[src/rtl/write_buffer.sv]
// rtl/write_buffer.sv - 8-entry pixel write buffer draining to an Avalon-MM master write port
module write_buffer #(
    parameter int NUM_PIXELS = 8,
    parameter int ADDR_STEP  = 4
) (
    input  logic        clk,
    input  logic        rst,
    input  logic        start,
    input  logic [31:0] base_addr,
    input  logic [23:0] pixel_in,
    input  logic        pixel_valid,
    output logic        pixel_ready,
    input  logic        flush,
    output logic [31:0] master_address,
    output logic        master_write,
    output logic [31:0] master_writedata,
    output logic [3:0]  master_byteenable,
    input  logic        master_waitrequest,
    output logic        done_write8,
    output logic        busy
);

    localparam int CW = $clog2(NUM_PIXELS + 1);
    localparam int IW = $clog2(NUM_PIXELS);
    localparam logic [CW-1:0] FULL = CW'(NUM_PIXELS);
    localparam logic [31:0]   STEP = 32'(ADDR_STEP);

    typedef enum logic [1:0] {IDLE, FILL, WRITE} state_t;

    state_t         state_q, state_d;
    logic [31:0]    addr_reg;
    logic [CW-1:0]  fill_cnt;
    logic [CW-1:0]  rd_idx;
    logic [CW-1:0]  fill_inc;
    logic [23:0]    buf_mem [0:NUM_PIXELS-1];
    logic           take;
    logic           accept;
    logic           last_write;
    logic           done_q;

    assign fill_inc = fill_cnt + CW'(1);

    always_comb begin
        state_d    = state_q;
        take       = 1'b0;
        accept     = 1'b0;
        last_write = 1'b0;
        case (state_q)
            IDLE: begin
                if (start) state_d = WRITE == WRITE ? FILL : FILL;
            end
            FILL: begin
                take = pixel_valid;
                // A pixel arriving with flush is stored first and joins the batch.
                if ((take && fill_inc == FULL) || (flush && (take || fill_cnt != '0)))
                    state_d = WRITE;
            end
            WRITE: begin
                accept = !master_waitrequest;
                if (accept && rd_idx == fill_cnt - CW'(1)) begin
                    last_write = 1'b1;
                    state_d    = FILL;
                end
            end
            default: state_d = IDLE;
        endcase
    end

    // In WRITE, fill_cnt holds the batch length since no pixels are taken then.
    always_ff @(posedge clk or posedge rst) begin
        if (rst) begin
            state_q  <= IDLE;
            addr_reg <= '0;
            fill_cnt <= '0;
            rd_idx   <= '0;
            done_q   <= 1'b0;
            for (int i = 0; i < NUM_PIXELS; i++) buf_mem[i] <= '0;
        end else begin
            state_q <= state_d;
            done_q  <= last_write;
            if (state_q == IDLE && start) begin
                addr_reg <= base_addr;
                fill_cnt <= '0;
                rd_idx   <= '0;
            end
            if (take) begin
                buf_mem[fill_cnt[IW-1:0]] <= pixel_in;
                fill_cnt                  <= fill_inc;
            end
            if (accept) begin
                addr_reg <= addr_reg + STEP;
                rd_idx   <= rd_idx + CW'(1);
            end
            if (last_write) begin
                fill_cnt <= '0;
                rd_idx   <= '0;
            end
        end
    end

    assign pixel_ready       = (state_q == FILL);
    assign master_write      = (state_q == WRITE);
    assign master_address    = addr_reg;
    assign master_writedata  = {8'h00, buf_mem[rd_idx[IW-1:0]]};
    assign master_byteenable = master_write ? 4'b0111 : 4'b0000;
    assign done_write8       = done_q;
    assign busy              = (state_q != IDLE);

endmodule
[config.mk]
export PLATFORM = sky130hd
export DESIGN_NAME = write_buffer
export DESIGN_NICKNAME = d
export VERILOG_FILES = /design/src/rtl/write_buffer.sv
export SDC_FILE = /design/constraint.sdc
export NUM_CORES = 1
export LEC_CHECK = 0
export BUFFER_PORTS_ARGS = -buffer_cell sky130_fd_sc_hd__buf_4
export CAP_MARGIN = 10
export CORE_ASPECT_RATIO = 1.1
export CORE_MARGIN = 2
export CORE_UTILIZATION = 55
export CTS_BUF_LIST = sky130_fd_sc_hd__clkbuf_16
export DETAILED_ROUTE_END_ITERATION = 6
export PLACE_DENSITY = 0.76
export SYNTH_ARGS = -nofsm -noshare
export SYNTH_HDL_FRONTEND = slang
export SYNTH_SLANG_ARGS = --single-unit
[constraint.sdc]
create_clock -name clk -period 10.7 [get_ports clk]
set_clock_uncertainty 0.05 [all_clocks]
set_input_delay 0.535 -clock clk [delete_from_list [all_inputs] [get_ports clk]]
set_output_delay 0.535 -clock clk [all_outputs]
set_load 0.005 [all_outputs]
==> flow_summary.toml, run 1 <==
[power]
leakagePower_nw = 6.13
p_total_mw = 3.26
clkPwrFrac = 0.239
netSwitchingFraction = 0.306
power_density_nw_per_um2 = 250
p_int_mw = 2.26
pwr-share-comb = 0.336
irDropWorstVdd_mv = 0.138
p_sw_uw = 997
seqPwrFrac = 0.424

[floorplan]
fp-row-count = 54
fp.dieW_um = 140
die-area_um2 = 21400
die_h_um = 153
coreArea_um2 = 19900
start_util = 0.561
io_pins = 134

[clock_network]
clock-sinks = 235
cts_root_buf = "clkbuf_16"
cts_setup_buffers = 0
cts_tree = "yes"
htree_levels = 1
insertion_delay_ns = 0.51
postCtsResizedCells = 0
ctsHoldBuffers = 0
numCtsBuffers = 25
clockBufferDepth = 3
path_clk_slew_ns = 0.06

[detailed_routing]
wl_per_cell_um = 20.6
routed_via_density = 6.06
dr.first_iter.drc_count = 290
final_antenna_net_count = 0
dr.pass1.iters = 4
via_count = 7139
drcViolationCount = 0
drt-total-wl_um = 24300

[final_layout]
stdcell_area_um2 = 13000
syn2layout_area_growth_pct = 16.8
diodes = 0
nets = 981
final_cells = 1179
drive_gt1_frac = 0.480

[worst_setup_path]
crit_path_max_incr_delay_ns = 1.12
startpoint_type = "register"
cp_top_family = "flip-flops"
rrSetupSlack_ns = 7.98
ff2ff_path_depth = 5
cp-end-kind = "output pin"
required_ns = 10.12
critical_path_peak_fanout = 53
crit_type = "register to output pin"
critPathArrivalTime_ns = 2.72
rr_endpoint = "master_address[26]"
path_buf_inv = 1
crit_slowest_cell = "dfrtp_4"
cp-startpoint = "rd_idx[0]"
crit_chain = "mux4_2 > mux2_2 > buf_4"
reg2reg_from = "master_address[2]"

[logic_synthesis]
syn_area_um2 = 11100
synth_top_area_share = 0.528
async_flop_share = 1.00
yosysMostFrequentCell = "dfrtp_1"
syn_area_per_cell_um2 = 14.0
synth_area_leader_cell = "dfrtp_1"
synthFlopType = "dfrtp_1"
synthTopCellsByArea = "dfrtp_1 (53%), mux2_2 (22%), mux4_2 (9.7%)"
netlist_instances = 797
yosysUniqueCellTypes = 52
synth-edff-count = 0
synth-warning-count = 0
synthTopCellsByCount = "dfrtp_1 (235), mux2_2 (216), nand2_1 (59), mux4_2 (48), clkbuf_1 (25)"
yosysSeqAreaShare = 0.528
ys_seq_elements = 235

[grt]
grt_pass1_wl_um = 39200
grt_pass1_vias = 7293
grt_max_degree = 99
grt.total_usage = 0.227
gr-total-overflow = 0
antenna_found_initial = 0

[placed_design]
io_buffers = 124
place_area_um2 = 12300
dp_hpwl_um = 14500
dp_cells = 1139
gp_congestion = 0.853

[sta]
setup_viol = 0
hold_violations = 0
worst_slew_pin_slew_ns = 1.05
period_share = 0.309
fin_setup_tns_ns = 0
grt_setup_unrepaired = "false"
fin_crit_ns = 3.30
drv_slew = 0
relSlewSlack = 0.303
max_freq_ghz = 0.303

[hold_path]
hold_class = "input port to asynchronous set/reset pin"

[job]
max_cap_violations = 0

[run_status]
run_status = "finished clean"
[final cells by class]
cell class | count | area [um2]
fillers | 1508 | 6860
flip-flops and latches | 235 | 5890
multi-input cells | 505 | 5000
repair buffers | 140 | 1050
clock buffers | 25 | 626
well taps | 252 | 315
clock inverters | 15 | 98.8
inverters | 7 | 33.8
[how the worst max path moves through the flow]
| stage | depth (start not counted) | slack, ns | end |
|---|---|---|---|
| 4_1_cts | 3 | 7.32 | master_writedata[10] |
| 6_report | 3 | 7.40 | master_writedata[10] |
| 3_3_place_gp | 4 | 7.70 | buf_mem[142] |
| 2_1_floorplan | 1 | 3.67 | buf_mem[0] |
| 5_1_grt | 3 | 7.21 | master_writedata[10] |
| 3_5_place_dp | 4 | 7.68 | buf_mem[48] |
[metrics by stage]
stage          worst slack (ns)   util  hold WS (ns)
2_1_floorplan              3.67      -         0.420
3_3_place_gp               7.70  0.618         0.412
3_5_place_dp               7.68  0.618         0.439
4_1_cts                    7.32  0.655         0.102
5_1_grt                    7.21  0.655         0.136
6_report                   7.40  0.655        0.0781
[flip-flops by register name (all words and copies together) (netlist names)]
register        count
buf_mem           192
done_write8         1
fill_cnt            4
master_address     32
rd_idx              4
state_q             2
[power groups by stage]
stage	clock (mW)	sequential (mW)	combinational, mW
final	0.780	1.38	1.10
after global routing	0.833	1.42	1.19
after CTS	0.798	1.38	1.11
after detailed placement	0	1.39	1.10
after global placement	0	1.38	1.08
after floorplan	0	1.29	0.771
[logic make-up (layout without fill, tap and decap cells)]
kind of cell | count (synthesis) | count (layout) | synth area share
compound gates | 66 | 66 | 0.0443
xor+xnor | 6 | 6 | 0.00595
fa+ha+maj | 5 | 5 | 0.00562
buf+inv | 65 | 187 | 0.0282
flops | 235 | 235 | 0.528
mux | 268 | 268 | 0.319
other cells | 1 | 9 | 0.000337
simple gates | 151 | 151 | 0.0687
[placed cells by master, fill, tap and decap left out, drive strengths merged, types with 10 or more instances in the layout]
cell | Yosys | routed
nor2 | 18 | 18
nor3 | 10 | 10
clkinv | 0 | 11
nand2 | 59 | 59
mux4 | 48 | 48
nand3 | 20 | 20
inv | 7 | 10
mux2 | 216 | 216
o21ai | 15 | 15
dfrtp | 235 | 235
clkbuf | 25 | 25
a221o | 11 | 11
buf | 33 | 140
o311ai | 10 | 10
[layer usage]
layer / share of wire / wire length [um] / global-route usage
met1: 0.44 / 10700 / 0.322
met2: 0.48 / 11700 / 0.368
met3: 0.063 / 1540 / 0.0395
met5: 0 / 0 / 0
met4: 0.018 / 445 / 0.0590
Note: power is estimated with default switching activity, not from simulation.
==> run 2: changes to the inputs <==
--- a/config.mk
+++ b/config.mk
@@ -5,6 +5,7 @@
 export SDC_FILE = /design/constraint.sdc
 export NUM_CORES = 1
 export LEC_CHECK = 0
+export ABC_AREA = 1
 export BUFFER_PORTS_ARGS = -buffer_cell sky130_fd_sc_hd__buf_4
 export CAP_MARGIN = 10
 export CORE_ASPECT_RATIO = 1.1
==> constraint.sdc (replaced) <==
create_clock -name clk -period 3.1 [get_ports clk]
set_clock_uncertainty 0.05 [all_clocks]
set_input_delay 0.155 -clock clk [delete_from_list [all_inputs] [get_ports clk]]
set_output_delay 0.155 -clock clk [all_outputs]
set_load 0.005 [all_outputs]
==> flow_summary.toml, run 2 <==
[floorplan]
start_util = 0.556
fp.dieW_um = 143
die-area_um2 = 22600
coreArea_um2 = 21200
fp-row-count = 56
die_h_um = 157
io_pins = 134

[detailed_routing]
drcViolationCount = 0
drt-total-wl_um = 30800
via_count = 10700
routed_via_density = 5.37
wl_per_cell_um = 15.4
final_antenna_net_count = 0
dr.pass1.iters = 6
dr.first_iter.drc_count = 809

[placed_design]
gp_congestion = 0.918
dp_hpwl_um = 18300
io_buffers = 124

[sta]
max_freq_ghz = 0.355
setup_viol = 0
fin_crit_ns = 2.82
grt_setup_unrepaired = "false"
drv_slew = 0
hold_violations = 0
period_share = 0.908
relSlewSlack = 0.277
worst_slew_pin_slew_ns = 1.09

[grt]
gr-total-overflow = 0
met2_usage = 0.466
grt_max_degree = 132
grt_pass1_vias = 10100
groute.layer.met1.usage = 0.366
grt_util_met3 = 0.0319
busiest_layer = "met2"
grt.total_usage = 0.272
antenna_found_initial = 0
grt_pass1_wl_um = 49900

[logic_synthesis]
synthTopCellsByCount = "nand2_1 (394), o21ai_0 (263), dfrtp_1 (235), nor2_1 (193), a21oi_1 (127)"
netlist_instances = 1545
yosysMostFrequentCell = "nand2_1"
synth-warning-count = 0
yosysUniqueCellTypes = 32
ys_seq_elements = 235
synth_area_leader_cell = "dfrtp_1"
synth-edff-count = 0
yosysSeqAreaShare = 0.500
syn_area_um2 = 11800
synthTopCellsByArea = "dfrtp_1 (50%), nand2_1 (13%), o21ai_0 (11%)"
synthFlopType = "dfrtp_1"
syn_area_per_cell_um2 = 7.61
synth_top_area_share = 0.500
async_flop_share = 1.00

[job]
max_cap_violations = 0

[worst_setup_path]
reg2reg_from = "rd_idx[0]"
required_ns = 2.89
startpoint_type = "register"
rr_endpoint = "state_q[0]"
critPathArrivalTime_ns = 2.61
ff2ff_path_depth = 9
cp-end-kind = "output pin"
rrSetupSlack_ns = 0.50
crit_type = "register to output pin"
critical_path_peak_fanout = 107

[power]
leakagePower_nw = 6.96
p_total_mw = 12.9
irDropWorstVdd_mv = 0.602
power_density_nw_per_um2 = 907

[final_layout]
syn2layout_area_growth_pct = 20.7
nets = 1754
fillers = 1795
largest_reg_flops = 192
finish.utilization = 0.670
diodes = 0
final_common_cell = "nand2_1"
final_cell_mix = "nand2_1 (394), o21ai_0 (263), dfrtp_1 (233)"
drive_gt1_frac = 0.117
regMostFlops = "buf_mem"

[clock_network]
cts_setup_buffers = 0
postCtsResizedCells = 0
numCtsBuffers = 24
cts_root_buf = "clkbuf_16"
clock-sinks = 235
insertion_delay_ns = 0.52
htree_levels = 1
path_clk_slew_ns = 0.06
clockBufferDepth = 3
cts_tree = "yes"

[hold_path]
min_to = "master_address[3]"
hold_path.startpoint = "start"
whs_path_depth = 4
hold_class = "input port to register"

[run_status]
run_status = "finished clean"
==> run 2: cells by family (layout without fill, tap and decap cells) <==
| logic type | Yosys count | after routing | share of synthesized area |
|---|---|---|---|
| and+or+nand+nor | 647 | 647 | 0.217 |
| AOI/OAI and AO/OA | 423 | 423 | 0.184 |
| DFF | 235 | 235 | 0.500 |
| buffers and inverters | 228 | 379 | 0.0885 |
| xor gates and xnor gates | 6 | 6 | 0.00447 |
| adders and majority gates | 5 | 5 | 0.00532 |
| other | 1 | 9 | 0.000319 |
==> run 2: power breakdown <==
| part | switching [mW] | internal (mW) |
|---|---|---|
| combinational | 2.95 | 2.11 |
| sequential | 0.760 | 4.14 |
| clock | 1.20 | 1.70 |
==> run 2: cell type report <==
| type | count | area [um2] | area share |
|---|---|---|---|
| Sequential cell | 235 | 5880 | 0.415 |
| Multi-Input combinational cell | 1090 | 4890 | 0.345 |
| Timing Repair Buffer | 207 | 1770 | 0.125 |
| Clock buffer | 25 | 626 | 0.0441 |
| Inverter | 129 | 493 | 0.0348 |
| Tap cell | 290 | 363 | 0.0256 |
| Clock inverter | 18 | 160 | 0.0113 |
==> run 2: how the worst max path moves through the flow <==
stage | from | to | slack [ns] | cells past startpoint
detailed placement | state_q[0] | master_address[12] | 0.91 | 10
global placement | rd_idx[0] | rd_idx[2] | 0.96 | 8
CTS | rd_idx[0] | master_writedata[17] | 0.32 | 6
global route | rd_idx[0] | master_writedata[17] | 0.15 | 6
floorplan | rst | buf_mem[0] | -0.18 | 1
finish | rd_idx[0] | master_writedata[17] | 0.28 | 6
==> run 2: repair_timing <==
| action | CTS | global route |
|---|---|---|
| endpoints found under the hold margin | 443 | 0 |
| hold buffers | 62 | 0 |
| endpoints found under the setup margin | 0 | 0 |
==> run 2: critical path: stages (launching register included) <==
cell and delay [ns]:
dfrtp_2 0.36, buf_4 0.77, o21ai_0 0.23, o21ai_0 0.30, nand2_1 0.11, nand2_1 0.12, buf_4 0.12
==> run 2: metrics by stage <==
| stage | area (um2) | TNS [ns] | hold slack (ns) | worst slack [ns] | instances |
|---|---|---|---|---|---|
| 2_1_floorplan | 11800 | -42.98 | 0.215 | -0.183 | 1553 |
| 3_3_place_gp | 12800 | 0 | 0.301 | 0.962 | 1889 |
| 3_5_place_dp | 12800 | 0 | 0.300 | 0.908 | 1889 |
| 4_1_cts | 14200 | 0 | 0.114 | 0.320 | 1994 |
| 5_1_grt | 14200 | 0 | 0.172 | 0.151 | 1994 |
| 6_report | 14200 | 0 | 0.119 | 0.285 | 1994 |
==> run 2: metal layers <==
layer  wire length, um  vias to the layer above
li1                  -                     5241
met1             13300                     5021
met2             14800                      365
met3              1910                       73
met4               851                        0
met5                 0                        -
==> run 3: changes to the inputs <==
--- a/config.mk
+++ b/config.mk
@@ -9,7 +9,6 @@
 export BUFFER_PORTS_ARGS = -buffer_cell sky130_fd_sc_hd__buf_4
 export CAP_MARGIN = 10
 export CORE_ASPECT_RATIO = 1.1
-export CORE_MARGIN = 2
 export CORE_UTILIZATION = 55
 export CTS_BUF_LIST = sky130_fd_sc_hd__clkbuf_16
 export DETAILED_ROUTE_END_ITERATION = 6
==> flow_summary.toml, run 3 (synthesis results as in run 2) <==
[floorplan]
die_h_um = 155
start_util = 0.566
die-area_um2 = 22000
fp-row-count = 55
io_pins = 134
fp.dieW_um = 141
coreArea_um2 = 20800

[worst_setup_path]
crit_path_max_incr_delay_ns = 0.79
ff2ff_path_depth = 10
crit_slowest_cell = "dfrtp_2"
cp-end-kind = "output pin"
critical_path_peak_fanout = 84
startpoint_type = "register"
required_ns = 2.89
cp-startpoint = "rd_idx[0]"
reg2reg_from = "rd_idx[0]"
cp_top_family = "flip-flops"
rrSetupSlack_ns = 0.43
crit_type = "register to output pin"
rr_endpoint = "state_q[0]"
crit_chain = "inv_2 > buf_12 > a21oi_1 > o21ai_0 > o21ai_0 > nand2_1 > nand2_1 > buf_4"
path_buf_inv = 3
critPathArrivalTime_ns = 2.48

[detailed_routing]
final_antenna_net_count = 0
dr.pass1.iters = 6
wl_per_cell_um = 15.6
via_count = 10700
drcViolationCount = 0
dr.first_iter.drc_count = 795
routed_via_density = 5.39
drt-total-wl_um = 31100

[final_layout]
stdcell_area_um2 = 14200
fillers = 1737
syn2layout_area_growth_pct = 20.7
largest_reg_flops = 192
final_common_cell = "nand2_1"
regMostFlops = "buf_mem"
final_cell_mix = "nand2_1 (394), o21ai_0 (263), dfrtp_1 (233)"
nets = 1757
final_cells = 1991
finish.utilization = 0.683
drive_gt1_frac = 0.120
diodes = 0

[sta]
fin_setup_tns_ns = 0
fin_crit_ns = 2.69
hold_violations = 0
drv_slew = 0
worst_slew_pin_slew_ns = 0.824
grt_setup_unrepaired = "false"
max_freq_ghz = 0.372
relSlewSlack = 0.450
setup_viol = 0
period_share = 0.866

[hold_path]
min_to = "master_address[0]"
hold_path.startpoint = "start"
whs_path_depth = 5
hold_class = "input port to register"

[clock_network]
path_clk_slew_ns = 0.06
insertion_delay_ns = 0.52
cts_setup_buffers = 0
clockBufferDepth = 3
clock-sinks = 235
cts_tree = "yes"
numCtsBuffers = 24
htree_levels = 1
cts_root_buf = "clkbuf_16"
postCtsResizedCells = 0

[grt]
grt_max_degree = 85
antenna_found_initial = 0
grt.total_usage = 0.289
grt_util_met3 = 0.0332
grt_pass1_wl_um = 50900
grt_pass1_vias = 10300
busiest_layer = "met2"
met2_usage = 0.502
groute.layer.met1.usage = 0.381
gr-total-overflow = 0

[power]
power_density_nw_per_um2 = 902
p_total_mw = 12.8
leakagePower_nw = 6.99
irDropWorstVdd_mv = 0.601

[job]
max_cap_violations = 0

[placed_design]
io_buffers = 124
gp_congestion = 0.981
place_area_um2 = 12800
dp_hpwl_um = 19300
dp_cells = 1889

[run_status]
run_status = "finished clean"
-- run 3: cell types whose count changed in the layout (fill, tap and decap cells not counted), sizes merged --
cell and change:
clkinvlp -2, buf +5, clkinv -1, inv +2, dlygate4sd3 -2
-- run 3: worst max-delay path by stage --
stage / end / depth (start not counted)
6_report: master_writedata[6] / 8
3_5_place_dp: rd_idx[2] / 8
4_1_cts: master_writedata[20] / 8
3_3_place_gp: rd_idx[2] / 8
2_1_floorplan: buf_mem[0] / 1
5_1_grt: state_q[0] / 10
-- run 3: per-stage QoR --
| step | setup WS [ns] | hold slack (ns) |
|---|---|---|
| 2_1_floorplan | -0.183 | 0.215 |
| 3_3_place_gp | 0.893 | 0.301 |
| 3_5_place_dp | 0.873 | 0.307 |
| 4_1_cts | 0.415 | 0.0364 |
| 5_1_grt | 0.227 | 0.0576 |
| 6_report | 0.414 | 0.0438 |
-- run 3: what timing repair did --
action,4_1_cts,5_1_grt
hold buffers,60,0
setup endpoints to repair,0,0
hold endpoints to repair,237,0
-- run 3: final cells by class --
cell class | instances | area [um2] | area share
Sequential cell | 235 | 5880 | 0.415
Multi-Input combinational cell | 1090 | 4890 | 0.345
Timing Repair Buffer | 210 | 1790 | 0.126
Clock buffer | 25 | 626 | 0.0441
Inverter | 129 | 493 | 0.0348
Tap cell | 285 | 357 | 0.0251
Clock inverter | 17 | 149 | 0.0105
-- run 3: worst reg2reg max path, stage by stage (launching register included) --
cell and delay, ns:
dfrtp_2 0.79, inv_2 0.22, buf_12 0.27, nand2_1 0.17, nand3_1 0.07, nor2_1 0.09
nand3_1 0.14, nand2_1 0.13, nand3_1 0.08, nand2_1 0.06, dlygate4sd3_1 0.54
-- run 3: power by group --
part           switching, mW  internal (mW)
clock                   1.17           1.70
sequential             0.835           4.14
combinational           2.85           2.10
total                   4.86           7.93
-- run 3: per-layer routing --
layer  vias to the layer above  wire, um
met5                         -         0
met4                         0       839
met1                      4993     13100
li1                       5251         -
met3                        65      2230
met2                       421     14900
